--- src/rtl/deserializer4bit.sv ---
// deserializer4bit: serial-in/parallel-out receiver for LSB-first frames
// (start bit 0, WIDTH data bits, stop bit 1). The line is synchronized,
// each bit is sampled once per bit period after a mid-start alignment,
// and good words are presented on p_out with a one-cycle valid strobe.
module deserializer4bit #(
  parameter int WIDTH        = 4,
  parameter int CLKS_PER_BIT = 4
) (
  input  logic             clk,
  input  logic             reset_n,
  input  logic             s_in,
  output logic [WIDTH-1:0] p_out,
  output logic             valid,
  output logic             frame_err,
  output logic             busy
);

  localparam int CNT_W = (CLKS_PER_BIT > 1) ? $clog2(CLKS_PER_BIT) : 1;
  localparam int IDX_W = (WIDTH > 1) ? $clog2(WIDTH) : 1;

  // H is the mid-bit offset; with one clock per bit it collapses to zero
  localparam logic [CNT_W-1:0] H_CNT    = CNT_W'((CLKS_PER_BIT - 1) / 2);
  localparam logic [CNT_W-1:0] LAST_CNT = CNT_W'(CLKS_PER_BIT - 1);
  localparam logic [IDX_W-1:0] LAST_IDX = IDX_W'(WIDTH - 1);

  typedef enum logic [2:0] {
    IDLE,
    START,
    DATA,
    STOP,
    BREAK
  } state_t;

  state_t           state;
  logic [CNT_W-1:0] cnt;
  logic [IDX_W-1:0] idx;
  logic [WIDTH-1:0] sh;
  logic             sync1;
  logic             s_sync;

  // Two-flop synchronizer; both stages reset to the idle-high line level
  always_ff @(posedge clk or negedge reset_n) begin
    if (!reset_n) begin
      sync1  <= 1'b1;
      s_sync <= 1'b1;
    end else begin
      sync1  <= s_in;
      s_sync <= sync1;
    end
  end

  // Receive FSM: start detect, mid-start check, per-bit sampling, stop check
  always_ff @(posedge clk or negedge reset_n) begin
    if (!reset_n) begin
      state     <= IDLE;
      cnt       <= '0;
      idx       <= '0;
      sh        <= '0;
      p_out     <= '0;
      valid     <= 1'b0;
      frame_err <= 1'b0;
    end else begin
      valid     <= 1'b0;
      frame_err <= 1'b0;
      case (state)
        IDLE: begin
          if (!s_sync) begin
            state <= START;
            cnt   <= '0;
          end
        end
        START: begin
          if (cnt == H_CNT) begin
            cnt <= '0;
            idx <= '0;
            // A start bit that has vanished by mid-bit is a glitch, not a frame
            state <= s_sync ? IDLE : DATA;
          end else begin
            cnt <= cnt + 1'b1;
          end
        end
        DATA: begin
          if (cnt == LAST_CNT) begin
            cnt <= '0;
            sh  <= (sh >> 1) | (WIDTH'(s_sync) << (WIDTH - 1));
            if (idx == LAST_IDX) begin
              state <= STOP;
            end else begin
              idx <= idx + 1'b1;
            end
          end else begin
            cnt <= cnt + 1'b1;
          end
        end
        STOP: begin
          if (cnt == LAST_CNT) begin
            cnt <= '0;
            if (s_sync) begin
              p_out <= sh;
              valid <= 1'b1;
              state <= IDLE;
            end else begin
              frame_err <= 1'b1;
              state     <= BREAK;
            end
          end else begin
            cnt <= cnt + 1'b1;
          end
        end
        BREAK: begin
          // Stay here while the line is held low so it cannot re-trigger
          if (s_sync) begin
            state <= IDLE;
          end
        end
        default: begin
          state <= IDLE;
          cnt   <= '0;
          idx   <= '0;
        end
      endcase
    end
  end

  assign busy = (state != IDLE);

endmodule

--- config.mk ---
export PLATFORM = sky130hd
export DESIGN_NAME = deserializer4bit
export DESIGN_NICKNAME = d
export VERILOG_FILES = /design/src/rtl/deserializer4bit.sv
export SDC_FILE = /design/constraint.sdc
export NUM_CORES = 1
export LEC_CHECK = 0
export BUFFER_PORTS_ARGS = -buffer_cell sky130_fd_sc_hd__buf_2
export CAP_MARGIN = 20
export CORE_MARGIN = 2
export CORE_UTILIZATION = 55
export DETAILED_ROUTE_END_ITERATION = 10
export GPL_TIMING_DRIVEN = 0
export HOLD_SLACK_MARGIN = 0.08
export PLACE_DENSITY = 0.76
export SYNTH_ARGS = -nofsm -noshare
export SYNTH_HDL_FRONTEND = slang
export SYNTH_SLANG_ARGS = --single-unit
--- constraint.sdc ---
create_clock -name clk -period 1.85 [get_ports clk]
set_input_delay 0.185 -clock clk [delete_from_list [all_inputs] [get_ports clk]]
set_output_delay 0.185 -clock clk [all_outputs]
set_load 0.02 [all_outputs]
== Word level (Yosys, flattened, before mapping) ==
Cells that the tools add are included.
W data, S select, Z words.
Storage, ports and cells
  register bits: 19
  bits of input ports: 3
  output and inout port bits: 7
  word-level logic and storage cells: 60
Operators by class
  add/sub/neg operators: 2
  equal/unequal tests: 14
  muxes and demuxes: 23
  bitwise operators: 3
  reduce and logical (&&, ||, !) cells: 9
Operator list (number)
  $mux W3: 7
  $pmux W3 S5: 1
  $mux W2: 7
  $ne A2 B2 Y1 const B: 7
  $pmux W2 S4: 1
  $eq A3 B2 Y1 const B: 2
  $mux W1: 6
  $pmux W2 S3: 1
  $reduce_and A6 Y1: 1
  $add A2 B1 Y2 const B: 2
  $eq A2 B2 Y1 const B: 2
  $or A3 B4 Y4: 1
  $reduce_and A2 Y1: 2
  $reduce_and A4 Y1: 1
  $eq A3 B1 Y1 const B: 1
  $eq A3 B3 Y1 const B: 1
  $logic_not A3 Y1: 1
  $reduce_and A3 Y1: 1
  $reduce_bool A3 Y1: 1
  $reduce_or A3 Y1: 1
  $eq A2 B1 Y1 const B: 1
  $not A1 Y1: 2
  $reduce_or A2 Y1: 1

== Depth between registers and ports, before layout ==
Gate-level depths: netlist of the first run.
  depth in word-level cells: 4
  gate-level depth with buffers: 5
  gate-level depth less buffers: 5

== Worst setup path after synthesis of the first run ==
No wires, ideal clock.
  path type: register to register
  start: register cnt[0]
  end: register sh[0]
  setup time: 0.125 ns
  arrival: 1.203 ns
  required time: 1.725 ns
  path slack: 0.522 ns
  cell stages (with the launch flop): 5
  clock period less this slack: 1.328 ns
  cell sequence: dfrtp_1 ha_1 nand2_1 nor3_2 mux2_2
Between the ends
  word-level cells in the longest chain between the ends: 2
Ends and longest elaborated chain
  start, declared: line 35  | logic [CNT_W-1:0] cnt;
  start signal, assigned: line 79  | cnt <= cnt + 1'b1;
  start signal, assigned: line 92  | cnt <= cnt + 1'b1;
  start signal, assigned: line 107  | cnt <= cnt + 1'b1;
  $eq A2 B2 Y1: line 83  | if (cnt == LAST_CNT) begin
  $reduce_and A2 Y1 (no source line)
  end signal, assigned: line 85  | sh <= (sh >> 1) | (WIDTH'(s_sync) << (WIDTH - 1));
  end, declared: line 37  | logic [WIDTH-1:0] sh;
No other way between the ends.
A chain may end at the register's enable or synchronous reset.

== Worst setup path in the final report of the first run ==
  start: register state[1]
  end: output busy
Between the ends
  word-level cells in the longest chain between the ends: 1
Ends and longest elaborated chain
  start, declared: line 34  | state_t state;
  start signal, assigned: line 77  | state <= s_sync ? IDLE : DATA;
  $reduce_bool A3 Y1: line 125  | assign busy = (state != IDLE);
  end, declared: line 15  | output logic busy
No other way between the ends.

==> results.ini, run 1 <==
[cells_and_area]
syn_to_final_growth_pct = 12.3
layout-drive-gt1-share_pct = 34.9
final_cell_mix = dfrtp_1, buf_2, nand2_1
fillCellCount = 116
multiInputGateArea_um2 = 404
final_nets = 95
seqCellArea_um2 = 478
final_common_cell = dfrtp_1
stdcell_area_um2 = 1030
final_cells = 102
n_antenna_cell = 0

[timing]
period_share_pct = 83.5
finalCriticalPeriod_ns = 1.54
hold_viol = 0
tns_ns = 0
finalSetupViolCount = 0
slew_headroom_pct = 73.0
finClkSkew_ns = 0.00153
fmax_mhz = 647
worst_pin_slew_ns = 0.406
finalMaxSlewViolations = 0
rsz0062_at_grt = no

[synth]
ys_seq_area_share_pct = 52.3
synth_seq_cells = 19
syn_avg_cell_area_um2 = 12.9
synth_cell_types = 27
synth_fp_nets = 79
syn_area_um2 = 913
yosysWarnings = 0
netlist_instances = 71

[placed_design]
port_buffers = 9
placed_area_um2 = 978
dp_cells = 96
dp_hpwl_um = 1020
gp_congestion = 0.836

[critical_path]
critical_path_class = register to output port
reg2reg_from = cnt[0]$_DFFE_PN0P_
cp-start-kind = register
ff2ff_setup_slack_ns = 0.34
cp.required_ns = 1.66
crit_path_end = busy
critPathMaxFanout = 10
timing.rr.end = sh[3]$_DFFE_PN0P_
ff2ff_path_depth = 4
crit_path_start = state[1]$_DFFE_PN0P_
end_kind = output port
arrival_ns = 1.36

[power]
ir_worst_vdd_mv = 0.793
p_per_area_nw_per_um2 = 1370
comb_power_share_pct = 42.0
intPower_w = 0.000899
power.switching_w = 0.000502
swShare_pct = 35.8
clockPowerShare_pct = 14.3
p_seq_share_pct = 43.8
leakagePower_nw = 0.511

[cts]
cts_tree = yes
clock_latency_ns = 0.29
cts_buffer_depth = 2
post-cts-setup-buffer-count = 0
clock-root-buffer = clkbuf_4
htreeDepth = 1
cts_sinks = 19
cts_buffers = 3
clk_pin_slew_ns = 0.10

[floorplan]
fp.dieH_um = 44.8
core.rowCount = 14
start_util_pct = 59.9
io_pins = 10
dieArea_um2 = 2000
die_w_um = 44.8
core_area_um2 = 1520

[detailed_routing]
vias = 559
drtAntennaViolNets = 0
drc = 0
wl_per_cell_um = 13.0
wl_um = 1330
drt_iter0_markers = 4
vias_per_cell = 5.48
first_pass_iters = 4

[global_route]
grt-ovfl-total = 0
grt.total_usage_pct = 16.6
grt_max_degree = 20
antenna_found_initial = 0
grt_pass1_wl_um = 2350
grt_pass1_vias = 527

[min_path]
hp-class = input pin to asynchronous set/reset pin

[outcome]
status = completed

[flow_run]
drv_cap = 0

-- registers in the layout (all words and copies together), names as in the netlist --
name / flops
cnt: 2
valid: 1
state: 3
sync1: 1
p_out: 4
frame_err: 1
sh: 4
s_sync: 1
idx: 2
-- cell usage after synthesis --
master | n | area (um^2)
clkbuf_1 | 1 | 3.75
or3_1 | 1 | 6.26
o311ai_1 | 2 | 17.5
nand4_4 | 1 | 21.3
nor3b_1 | 2 | 15.0
buf_4 | 1 | 7.51
nor3_2 | 1 | 10.0
buf_2 | 1 | 5.00
o22ai_1 | 1 | 6.26
ha_1 | 5 | 62.6
nand4b_1 | 2 | 17.5
nand2_1 | 6 | 22.5
mux2_2 | 5 | 56.3
o21ai_1 | 2 | 10.0
nand3b_1 | 1 | 7.51
mux2_4 | 4 | 60.1
nor2_1 | 5 | 18.8
nand4bb_1 | 1 | 11.3
nor2b_1 | 1 | 6.26
inv_1 | 4 | 15.0
dfstp_2 | 2 | 52.6
a32oi_1 | 1 | 8.76
and2b_4 | 1 | 10.0
mux4_2 | 1 | 22.5
dfrtp_1 | 17 | 425
o21ai_0 | 1 | 5.00
a2bb2oi_1 | 1 | 8.76
-- what timing repair did --
item / CTS / global route
hold endpoints to repair: 18 / 0
hold buffers: 2 / 0
gates resized for setup: 0 / 0
-- kinds of logic (layout without fill, tap and decap cells) --
kind of cell	Yosys count	after routing	share of synthesized area, %
adders and majority gates	5	5	6.85
DFF	19	19	52.3
muxes	10	10	15.2
AOI/OAI and AO/OA	8	8	6.17
buffers and inverters	7	22	3.42
and+or+nand+nor	22	22	16.0
-- layer usage --
metal  routed length (um)  global-route usage [%]  up-vias
met5                    0                       0        -
met4                   23                    9.09        0
met3                   48                    3.60        4
met2                  566                    23.2       10
met1                  691                    24.0      264
li1                     -                       -      281
-- power by group through the flow --
stage                     Sequential, W  Combinational (W)  Clock, W
after floorplan                0.000620           0.000463         0
after global placement         0.000619           0.000569         0
after detailed placement       0.000625           0.000589         0
after CTS                      0.000616           0.000596  0.000213
after global routing           0.000631           0.000659  0.000228
final                          0.000614           0.000588  0.000200
-- critical path, cell delays in order (launching register included) --
cell	delay, ns
dfrtp_1	0.40
buf_2	0.20
or3_1	0.31
buf_2	0.16
-- worst min-delay path by stage --
stage	depth (start not counted)	slack, ns	end
after floorplan	0	-0.11	cnt[0]$_DFFE_PN0P_
after global placement	1	0.14	cnt[0]$_DFFE_PN0P_
after detailed placement	1	0.14	state[0]$_DFFE_PN0P_
after CTS	2	0.34	p_out[2]$_DFFE_PN0P_
after global routing	2	0.37	state[0]$_DFFE_PN0P_
final	2	0.34	cnt[0]$_DFFE_PN0P_
-- per-stage QoR --
step	utilization [%]	hold slack [ns]	power (W)	worst slack, ns
after floorplan	-	-0.111	0.00108	0.522
after global placement	64.2	0.141	0.00119	0.391
after detailed placement	64.2	0.139	0.00121	0.347
after CTS	67.3	0.338	0.00143	0.289
after global routing	67.3	0.370	0.00152	0.249
final	67.3	0.339	0.00140	0.305
-- layout make-up --
type	count	area share, %
timing repair buffer	11	6.34
tap	16	1.95
sequential	19	46.6
clock inverter	1	0.488
buffer	3	1.59
clock buffer	3	2.20
multi-input combinational	45	39.4
inverter	4	1.46
No activity file was read; power rests on OpenSTA's default activity.
==> run 2, diff against run 1 <==
Settings changed: CORE_UTILIZATION 55 to 50, PLACE_DENSITY 0.76 to 0.72.
Clock period 1.85 ns to 1.2 ns, I/O delays scaled along.
==> run 2 against run 1 <==
The run now ends with negative setup slack left. First-iteration DRC count rose to 5.3 times the previous value. Final cell count rose by 18%. Core utilization is 7.5 points higher. Clock skew shrank 0.00084 ns. Clock power rose by 64%. Critical endpoint is now sh[0]$_DFFE_PN0P_. Largest cell class is now multi-input gates.
==> results.ini, run 2 (synthesized netlist as in run 1, its figures left out) <==
[cells_and_area]
reg_top3 = p_out: 4 flops, sh: 4 flops, state: 3 flops
fillCellCount = 116
final_cell_mix = dfrtp_1, mux2_4, buf_2
n_antenna_cell = 0
final_common_cell = dfrtp_1
utilization_pct = 74.8
final_cells = 120
layout-drive-gt1-share_pct = 61.1
final_nets = 104
syn_to_final_growth_pct = 41.4

[placed_design]
dp_cells = 105
dp_hpwl_um = 1040
port_buffers = 9
gp_congestion = 0.721

[detailed_routing]
drtAntennaViolNets = 0
first_pass_iters = 4
drc = 0
wl_um = 1960
drt_iter0_markers = 21
vias_per_cell = 5.44
vias = 653
wl_per_cell_um = 16.3

[power]
leakagePower_nw = 0.595
p_per_area_nw_per_um2 = 2320
fin_total_pwr_w = 0.00299
ir_worst_vdd_mv = 1.36

[critical_path]
critical_path_class = register to register
ff2ff_path_depth = 4
cp-start-kind = register
cp.required_ns = 1.39
crit_path_end = sh[0]$_DFFE_PN0P_
critPathMaxFanout = 4
cp_num_buf_inv = 0
crit_family = flip-flops
crit_cells = 4
cp_slowest_cell = dfrtp_2
reg2reg_from = cnt[1]$_DFFE_PN0P_
critPathMaxStageDelay_ns = 0.49
crit_path_start = cnt[1]$_DFFE_PN0P_
timing.rr.end = sh[0]$_DFFE_PN0P_
path_cells = ha_4, nand2_4, nor3_4, mux2_4
end_kind = register
arrival_ns = 1.64
ff2ff_setup_slack_ns = -0.24

[timing]
finalMaxSlewViolations = 0
slew_headroom_pct = 71.3
finalCriticalPeriod_ns = 1.44
period_share_pct = 120
fin_ws_ns = -0.244
whs_ns = 0.278
fmax_mhz = 692
hold_viol = 0
finClkSkew_ns = 0.000696
rsz0062_at_grt = yes
finalSetupViolCount = 15
worst_pin_slew_ns = 0.430

[cts]
clock-root-buffer = clkbuf_4
htreeDepth = 1
cts_tree = yes
cts_buffers = 3
cts_buffer_depth = 2
cts_sinks = 19
clk_pin_slew_ns = 0.11
clock_latency_ns = 0.30

[floorplan]
start_util_pct = 52.9
fp.dieH_um = 46.7
dieArea_um2 = 2180
core.rowCount = 15
core_area_um2 = 1730
io_pins = 10
die_w_um = 46.7

[global_route]
grt.met1_usage_pct = 27.5
grt_max_degree = 20
use_met2_pct = 28.6
grt.total_usage_pct = 18.8
antenna_found_initial = 0
grt_pass1_wl_um = 2860
grt_pass1_vias = 634
grt-ovfl-total = 0
busiest_layer = met2
grt_use_met3_pct = 2.31

[min_path]
hp-class = input pin to asynchronous set/reset pin

[outcome]
violations = negative setup slack
status = complete, but fails checks

[flow_run]
drv_cap = 0

==> run 2: cell type report <==
type / count / area (um^2) / share of cell area (%)
Multi-Input combinational cell: 45 / 553 / 42.8
Tap cell: 25 / 31.3 / 2.42
Clock buffer: 3 / 22.5 / 1.74
Clock inverter: 1 / 5.00 / 0.388
Inverter: 4 / 17.5 / 1.36
Buffer: 3 / 27.5 / 2.13
Timing Repair Buffer: 20 / 154 / 11.9
Sequential cell: 19 / 480 / 37.2
==> run 2: how the worst min path moves through the flow <==
| stage | to |
|---|---|
| after global routing | valid$_DFF_PN0_ |
| after global placement | cnt[0]$_DFFE_PN0P_ |
| final | valid$_DFF_PN0_ |
| after floorplan | cnt[0]$_DFFE_PN0P_ |
| after CTS | valid$_DFF_PN0_ |
| after detailed placement | valid$_DFF_PN0_ |
==> run 2: routing by layer <==
metal / part of all wire, % / vias up / wire [um]
li1: - / 298 / -
met1: 48 / 336 / 934
met2: 49 / 15 / 960
met3: 2.1 / 4 / 41
met4: 1.1 / 0 / 21
met5: 0 / - / 0
==> run 2: through the flow <==
stage / setup slack (ns) / area, um^2 / TNS, ns
3_3_place_gp: -0.203 / 998 / -1.55
6_report: -0.244 / 1290 / -2.27
3_5_place_dp: -0.256 / 998 / -2.04
2_1_floorplan: -0.0996 / 922 / -0.582
4_1_cts: -0.244 / 1160 / -2.30
5_1_grt: -0.296 / 1290 / -3.05
==> run 2: where the power goes <==
part / switching [W] / internal [W] / leakage, nW
clock network: 0.000204 / 0.000124 / 0.0177
logic: 0.000733 / 0.000918 / 0.337
registers: 0.000191 / 0.000823 / 0.241
==> run 2: what timing repair did <==
action                                 4_1_cts  5_1_grt
gates resized for setup                     22       17
pin swaps                                    2       11
hold buffers                                 2        0
endpoints found under the hold margin       20        0
setup endpoints to repair                   15       15
setup buffers                                4        5
